[src/rtl/dmem_arbiter.sv]
// dmem_arbiter: shares the single DataMemory port between the pipeline MEM stage (cpu_*)
// and a debug/loader requester (dbg_*). At most one access is granted per cycle. Read data
// returns one cycle later and is steered to whichever requester owned the read.
// The CPU normally wins contention. A streak counter bounds how many contended cycles in a
// row the CPU may win, so the loader cannot be starved.
//
// Optional feature: define DMEM_ARB_STATS_EN to add the saturating conflict_count output.
// It counts the cycles in which both requesters asked for memory.

module dmem_arbiter #(
    parameter int unsigned CPU_MAX_STREAK = 4,
    parameter int unsigned STAT_W         = 16
) (
    input  logic              clk,
    input  logic              reset,
    // MEM stage side
    input  logic              cpu_req,
    input  logic              cpu_we,
    input  logic [31:0]       cpu_addr,
    input  logic [31:0]       cpu_wdata,
    output logic              cpu_stall,
    output logic              cpu_rvalid,
    output logic [31:0]       cpu_rdata,
    // Debug / loader side
    input  logic              dbg_req,
    input  logic              dbg_we,
    input  logic [31:0]       dbg_addr,
    input  logic [31:0]       dbg_wdata,
    output logic              dbg_gnt,
    output logic              dbg_rvalid,
    output logic [31:0]       dbg_rdata,
    // DataMemory side
    output logic [31:0]       mem_addr,
    output logic [31:0]       mem_wdata,
    output logic              mem_write,
    output logic              mem_read,
    input  logic [31:0]       mem_rdata
`ifdef DMEM_ARB_STATS_EN
    ,
    output logic [STAT_W-1:0] conflict_count
`endif
);

    // A 4-bit streak register covers the legal limit range of 1..15.
    localparam logic [3:0] MaxStreak = 4'(CPU_MAX_STREAK);

    // Reject out-of-range parameters at elaboration time.
    if (CPU_MAX_STREAK < 1 || CPU_MAX_STREAK > 15 || STAT_W < 1) begin : g_bad_param
        $error("dmem_arbiter: CPU_MAX_STREAK must be 1..15 and STAT_W at least 1");
    end

    // The FSM records who owns the read that returns in the current cycle.
    typedef enum logic [1:0] {
        StIdle,
        StRdCpu,
        StRdDbg
    } state_e;

    state_e     state_q, state_d;
    logic [3:0] streak_q, streak_d;
    logic       contended;
    logic       cpu_win;
    logic       dbg_win;

    // Grant decode: the CPU wins unless the dbg side has waited through a full streak.
    // While reset is high, nothing is granted, so no memory access leaks out.
    always_comb begin
        contended = cpu_req & dbg_req;
        cpu_win   = 1'b0;
        dbg_win   = 1'b0;
        if (!reset) begin
            if (cpu_req && (!dbg_req || (streak_q < MaxStreak))) begin
                cpu_win = 1'b1;
            end else if (dbg_req) begin
                dbg_win = 1'b1;
            end
        end
    end

    // Streak next-state: count contended CPU wins; any other cycle restarts the count.
    always_comb begin
        streak_d = 4'd0;
        if (contended && cpu_win) begin
            streak_d = streak_q + 4'd1;
        end
    end

    // Streak register.
    always_ff @(posedge clk) begin
        if (reset) begin
            streak_q <= 4'd0;
        end else begin
            streak_q <= streak_d;
        end
    end

    // Steer the winner onto the memory port; an idle port drives all zeros.
    always_comb begin
        mem_addr  = 32'd0;
        mem_wdata = 32'd0;
        mem_write = 1'b0;
        mem_read  = 1'b0;
        if (cpu_win) begin
            mem_addr  = cpu_addr;
            mem_wdata = cpu_wdata;
            mem_write = cpu_we;
            mem_read  = ~cpu_we;
        end else if (dbg_win) begin
            mem_addr  = dbg_addr;
            mem_wdata = dbg_wdata;
            mem_write = dbg_we;
            mem_read  = ~dbg_we;
        end
    end

    // Handshake outputs towards the two requesters.
    always_comb begin
        cpu_stall = cpu_req & ~cpu_win & ~reset;
        dbg_gnt   = dbg_win;
    end

    // FSM state register: drops any outstanding read on reset.
    always_ff @(posedge clk) begin
        if (reset) begin
            state_q <= StIdle;
        end else begin
            state_q <= state_d;
        end
    end

    // FSM next state: depends only on this cycle's grant, whatever the current state is.
    // This is what allows back-to-back reads.
    always_comb begin
        state_d = StIdle;
        if (cpu_win && !cpu_we) begin
            state_d = StRdCpu;
        end else if (dbg_win && !dbg_we) begin
            state_d = StRdDbg;
        end
    end

    // FSM outputs: route returning read data to its owner. The other side sees zero.
    // Reset gates the outputs, so a read interrupted by reset never reports valid.
    always_comb begin
        cpu_rvalid = 1'b0;
        dbg_rvalid = 1'b0;
        cpu_rdata  = 32'd0;
        dbg_rdata  = 32'd0;
        if (!reset) begin
            unique case (state_q)
                StRdCpu: begin
                    cpu_rvalid = 1'b1;
                    cpu_rdata  = mem_rdata;
                end
                StRdDbg: begin
                    dbg_rvalid = 1'b1;
                    dbg_rdata  = mem_rdata;
                end
                default: ;
            endcase
        end
    end

`ifdef DMEM_ARB_STATS_EN
    logic [STAT_W-1:0] conflict_q;

    // Saturating count of cycles in which both sides asked for memory.
    always_ff @(posedge clk) begin
        if (reset) begin
            conflict_q <= '0;
        end else if (contended && (conflict_q != '1)) begin
            conflict_q <= conflict_q + 1'b1;
        end
    end

    assign conflict_count = reset ? '0 : conflict_q;
`endif

    // Sanity: the port is never handed to both requesters in the same cycle.
    a_one_grant: assert property (@(posedge clk) !(cpu_win && dbg_win));

endmodule
[config.mk]
export PLATFORM = sky130hd
export DESIGN_NAME = dmem_arbiter
export DESIGN_NICKNAME = d
export VERILOG_FILES = /design/src/rtl/dmem_arbiter.sv
export SDC_FILE = /design/constraint.sdc
export NUM_CORES = 1
export LEC_CHECK = 0
export CAP_MARGIN = 40
export CORE_AREA = 2 2 117 119
export DETAILED_ROUTE_END_ITERATION = 6
export DIE_AREA = 0 0 119 121
export HOLD_SLACK_MARGIN = 0.08
export PLACE_DENSITY = 0.63
export SYNTH_ARGS = -nofsm -noshare
export SYNTH_HDL_FRONTEND = slang
export SYNTH_SLANG_ARGS = --single-unit
[constraint.sdc]
create_clock -name clk -period 4.2 [get_ports clk]
set_input_delay 0.84 -clock clk [delete_from_list [all_inputs] [get_ports clk]]
set_output_delay 0.84 -clock clk [all_outputs]
set_load 0.005 [all_outputs]
==> out/results.tsv, run 1 <==
metric	value	unit
Final WS setup	0.4623	ns
post-synthesis sequential area ratio	8.856	%
fin. max-slew vios	0	
CP max FO	37	
CTS Buf Count	3	
H-tree depth	1	
CTS root buf	clkbuf_16	
Post-Layout Cell Count	639	
critical path required time	3.36	ns
RSZ-0062 raised after global routing	no	
Wirelength per Cell	14.73	microns
Post-DP Area	4494	sq um
crit start category	input pin	
number of global-route vias before repair	2617	
Synth Flop Type	dfxtp_1	
final WL	9.415	mm
Longest Clk Path Bufs	2	
Cell Area, Synth	1356	sq um
outcome	completed	
# placed instances	636	
post-DR vias/cell	3.997	
CP endpoint	mem_addr[6]	
antenna-violating nets left	0	
number of flops mapped to enable cells by yosys	0	
final core occ	34.92	%
most instantiated cells after synthesis	68 x and2_1, 66 x a22o_1, 9 x buf_2	
initial antenna violation count	0	
Finish-stage setup viols	0	
post-synth cell types	18	
FF-to-FF End	state_q[1]$_SDFF_PP0_	
Pwr Density	123.1	nW/um^2
Die X	119	microns
Clk Latency, worst-skew pair	0.22	ns
Worst Path Arrival	2.90	ns
top-count cell post-synth	and2_1	
r2r worst-path depth	4	
Max Cap Viol	0	
hold_buf cts	0	
Synth top area share	42.62	%
CTS tree	built	
Final nets	632	
PortBufs	299	
Worst Hold Class	reg2reg	
post-synthesis average cell area	7.706	sq um
r2r setup slk	2.98	ns
Initial DRC Count	49	
clock sinks	6	
# Post-CTS Setup Buffers	0	
period utilisation layout	88.99	%
crit path kind	in2out	
fin crit period	3.738	ns
DIE AREA	14400	sq um
final hold violations	0	
Worst Setup SP	dbg_req	
pre-CTS WS	0.4800	ns
gpl congestion	0.7821	
Rows	42	
TNS Setup	0	ns
Power Total	0.5625	mW
CTS resizes	0	
# fillers	1321	
Leak Pwr	1.738	nW
Clock Skew	0.0002763	ns
Die Ht	121	microns
DR pass1 iterations	4	
Post-synth ARST share	0	%
Worst-path clk slew	0.03	ns
gr usage total	11.84	%
f_max	267.5	MHz
Area contributors post-synth	a22o_1 43%, and2_1 31%, dfxtp_1 8.9%, buf_6 5.0%, buf_2 3.3%	
Overflow after GRT	0	
r2r startpoint	streak_q[2]$_SDFF_PP0_	
Ys Warns	0	
routed vias	2554	
Area Growth Syn to Fin	236.9	%
DRC viols	0	
io pins	300	
Placeable Area	13090	sq um
layout cells sized above 1	2.808	%
Post-Syn Nets	343	
Min Hold Slack	0.4444	ns
synthesis-stage register bit count	6	
largest net degree at the start of global routing	38	
Syn Inst Count	176	
number of diodes	0	
initial core utilization	10.37	%
first-pass GRT wire length	13.63	mm
post-DP HPWL	8.056	mm
Final Cell Area	4569	sq um
Crit. End Element	primary output	
IR drop worst, VDD	0.08822	mV
most area-hungry cell type in the Yosys netlist	a22o_1	
-- flip-flops by register name (all words and copies together), names as in the netlist --
register	flops
state_q	2
streak_q	4
-- cells by family after synthesis --
logic type                 Yosys count  share of synthesized area [%]
and+or+nand+nor                     77                          35.33
DFF                                  6                          8.856
other                                1                         0.2765
buffers and inverters               23                          10.79
adders and majority gates            1                         0.9224
AOI/OAI and AO/OA                   68                          43.82
-- layout make-up --
type	count	area, sq um	share of cell area [%]
timing repair buffer	305	3038	66.48
multi-input combinational	147	1109	24.26
tap	176	220.2	4.819
sequential	6	120.1	2.629
clock buffer	3	75.07	1.643
inverter	2	7.507	0.1643
-- metal layers --
layer  global-route usage, %  up-vias  routed length (microns)
met1                   11.53     1134                     3226
li1                        -     1219                        -
met2                   23.92      191                     5087
met4                   3.571        0                      155
met5                       0        -                        0
met3                   3.289       10                      946
-- cell usage in the layout, fill, tap and decap left out --
master	Yosys	routed
ha_1	1	1
o21ai_1	1	1
and3b_2	0	1
dfxtp_1	6	6
clkbuf_16	0	3
a22o_1	66	66
and2_1	68	68
clkdlybuf4s50_1	0	299
conb_1	1	1
and3_1	1	1
nor3b_2	0	2
nor2b_1	2	2
inv_1	2	2
nor2_1	2	2
nand2_1	1	1
buf_4	1	6
a21boi_4	0	1
-- how the worst min path moves through the flow --
stage                                 startpoint  slack [ns]  cells past startpoint                      to
after global placement    streak_q[0]$_SDFF_PP0_        0.41                      1  streak_q[0]$_SDFF_PP0_
after floorplan           streak_q[0]$_SDFF_PP0_        0.40                      1  streak_q[0]$_SDFF_PP0_
after global routing      streak_q[0]$_SDFF_PP0_        0.46                      1  streak_q[0]$_SDFF_PP0_
after detailed placement  streak_q[0]$_SDFF_PP0_        0.43                      1  streak_q[0]$_SDFF_PP0_
final                     streak_q[0]$_SDFF_PP0_        0.44                      1  streak_q[0]$_SDFF_PP0_
after CTS                 streak_q[0]$_SDFF_PP0_        0.45                      1  streak_q[0]$_SDFF_PP0_
-- where the power goes --
part           internal (mW)  total, mW  switching (mW)  leakage, nW
clock                  0.122      0.151          0.0290       0.0370
sequential            0.0589     0.0598        0.000879       0.0490
combinational          0.255      0.352          0.0968         1.65
total                  0.436      0.562           0.127         1.74
-- worst max-delay path: stages --
cell and delay (ns):
clkdlybuf4s50_1 0.49, nor2b_1 0.23, a21boi_4 0.21, buf_4 0.36, a22o_1 0.22, clkdlybuf4s50_1 0.52
(Power assumes the default switching activity.)
==> run 2: changes to the inputs <==
==> constraint.sdc (replaced) <==
create_clock -name clk -period 3.6 [get_ports clk]
set_input_delay 0.72 -clock clk [delete_from_list [all_inputs] [get_ports clk]]
set_output_delay 0.72 -clock clk [all_outputs]
set_load 0.005 [all_outputs]
==> run 2 against run 1 <==
Global-route usage fell by 0.22 points. Die area did not move. Design area rose by 0.82%. Flip-flop and latch count did not move. Wire length fell by 1.1%. Power rose by 18%. Count of clock-buffer cells in the layout did not move. Sequential share of layout area barely moved. Clock skew rose by 0.00061 ns. Combinational power rose by 18%. Largest cell class unchanged. Largest power group unchanged.
==> out/results.tsv, run 2 (synthesis results as in run 1) <==
metric	value	unit	change
top flop regs	streak_q (4), state_q (2)		unchanged
Power Total	0.6654	mW	was 0.5625 mW
CTS resizes	0		unchanged
Comb pwr share	62.6	%	about the same
initial antenna violation count	0		unchanged
Placeable Area	13090	sq um	unchanged
Switching Power	0.1519	mW	was 0.1266 mW
period utilisation layout	92.84	%	
Clk Latency, worst-skew pair	0.23	ns	was 0.22 ns
r2r setup slk	2.45	ns	was 2.98 ns
most common cell after layout, fill and taps aside	clkdlybuf4s50_1		unchanged
Biggest register	streak_q		unchanged
initial core utilization	10.37	%	unchanged
Finish-stage setup viols	0		unchanged
CTS root buf	clkbuf_16		unchanged
register share of total power	10.5	%	was 10.6%
commonest cells after routing, fill and taps aside	299 x clkdlybuf4s50_1, 68 x and2_1, 66 x a22o_1		unchanged
crit-path max cell delay	0.51	ns	was 0.52 ns
register area	120.1	sq um	unchanged
H-tree depth	1		unchanged
routed vias	2550		was 2554
switch share	22.82	%	was 22.51%
DR pass1 iterations	4		unchanged
Clock Skew	0.0008878	ns	was 0.0002763 ns
Area Growth Syn to Fin	239.7	%	was 236.9%
number of global-route vias before repair	2487		was 2617
clock sinks	6		unchanged
TNS Setup	0	ns	unchanged
Rows	42		unchanged
gpl congestion	0.7761		was 0.7821
fin crit period	3.342	ns	
max reg flops	4		unchanged
io pins	300		unchanged
IR drop worst, VDD	0.1121	mV	was 0.08822 mV
Die Ht	121	microns	unchanged
critical path required time	2.88	ns	was 3.36 ns
first-pass GRT wire length	13.29	mm	was 13.63 mm
# placed instances	636		unchanged
DRC viols	0		unchanged
multi-input logic area	1109	sq um	unchanged
PortBufs	299		unchanged
antenna-violating nets left	0		unchanged
most frequent CP cell	clkdlybuf4s50_1		unchanged
# fillers	1317		was 1321
largest net degree at the start of global routing	38		unchanged
Final nets	632		unchanged
final WL	9.315	mm	was 9.415 mm
fin. max-slew vios	0		unchanged
Longest Clk Path Bufs	2		unchanged
Worst Path Arrival	2.62	ns	was 2.90 ns
crit start category	input pin		unchanged
Initial DRC Count	57		was 49
CP max FO	37		unchanged
final hold violations	0		unchanged
DIE AREA	14400	sq um	unchanged
Worst-path clk slew	0.03	ns	about the same
f_max	299.2	MHz	
gr usage total	11.62	%	was 11.84%
Post-Layout Cell Count	639		unchanged
Crit. End Element	primary output		unchanged
RSZ-0062 raised after global routing	no		unchanged
Clock power frac	27.0	%	was 26.8%
post-DR vias/cell	3.991		was 3.997
number of diodes	0		unchanged
Die X	119	microns	unchanged
hold_buf cts	0		unchanged
CTS tree	built		unchanged
CTS Buf Count	3		unchanged
Worst Hold Class	reg2reg		unchanged
Pint	0.5135	mW	was 0.4359 mW
outcome	completed		unchanged
CP max-delay cell	clkdlybuf4s50_1		unchanged
# Post-CTS Setup Buffers	0		unchanged
Overflow after GRT	0		unchanged
Wirelength per Cell	14.58	microns	was 14.73 microns
layout cells sized above 1	2.808	%	unchanged
post-DP HPWL	8.015	mm	was 8.056 mm
Max Cap Viol	0		unchanged
CP cell instances	clkdlybuf4s50_1 -> nor2b_1 -> a21boi_4 -> buf_12 -> a22o_1 -> clkdlybuf4s50_1		was clkdlybuf4s50_1 -> nor2b_1 -> a21boi_4 -> buf_4 -> a22o_1 -> clkdlybuf4s50_1
Leak Pwr	1.748	nW	was 1.738 nW
crit path kind	in2out		unchanged
Pwr Density	144.4	nW/um^2	was 123.1 nW/um^2
-- run 2: changes by cell type in the layout (fill, tap and decap cells not counted) --
| cell | before | now |
|---|---|---|
| buf_12 | 0 | 3 |
| buf_4 | 6 | 3 |
-- run 2: through the flow --
step / setup WS (ns) / area [sq um] / utilization [%] / hold WS [ns]
4_1_cts: 0.2111 / 4607 / 35.21 / 0.4265
2_1_floorplan: 1.353 / 1356 / - / 0.3984
3_3_place_gp: 0.2110 / 4532 / 34.63 / 0.4077
6_report: 0.2577 / 4607 / 35.21 / 0.4223
3_5_place_dp: 0.2194 / 4532 / 34.63 / 0.4236
5_1_grt: 0.1239 / 4607 / 35.21 / 0.4509
-- run 2: cell type report --
cell class | instances | share of cell area (%)
flip-flops and latches | 6 | 2.607
multi-input cells | 147 | 24.06
well taps | 176 | 4.780
clock buffers | 3 | 1.630
repair buffers | 305 | 66.76
inverters | 2 | 0.1630
-- run 2: worst max-delay path: cells and delay by family --
family / cells / cell delay (ns)
AOI/OAI and AO/OA: 2 / 0.46
buffers and inverters: 3 / 1.21
and+or+nand+nor: 1 / 0.21
-- run 2: path summary, 6_finish.rpt --
| path | from | to | depth (start not counted) |
|---|---|---|---|
| max | reset | mem_addr[6] | 6 |
| min | streak_q[0]$_SDFF_PP0_ | streak_q[0]$_SDFF_PP0_ | 1 |
| max reg2reg | streak_q[2]$_SDFF_PP0_ | state_q[1]$_SDFF_PP0_ | 4 |
| min reg2reg | streak_q[0]$_SDFF_PP0_ | streak_q[0]$_SDFF_PP0_ | 1 |
-- run 2: power by group through the flow --
stage                     combinational (mW)  clock (mW)  sequential (mW)
final                                  0.416       0.179           0.0697
after global routing                   0.442       0.188           0.0699
after CTS                              0.421       0.183           0.0697
after detailed placement               0.418           0           0.0706
after global placement                 0.416           0           0.0705
after floorplan                       0.0985           0           0.0703
-- run 2: metal layers --
metal / vias to the layer above / wire length [microns] / global-route usage, %
met3: 7 / 867 / 2.726
met4: 0 / 101 / 2.902
met5: - / 0 / 0
li1: 1221 / - / -
met1: 1141 / 3274 / 11.87
met2: 181 / 5071 / 23.46
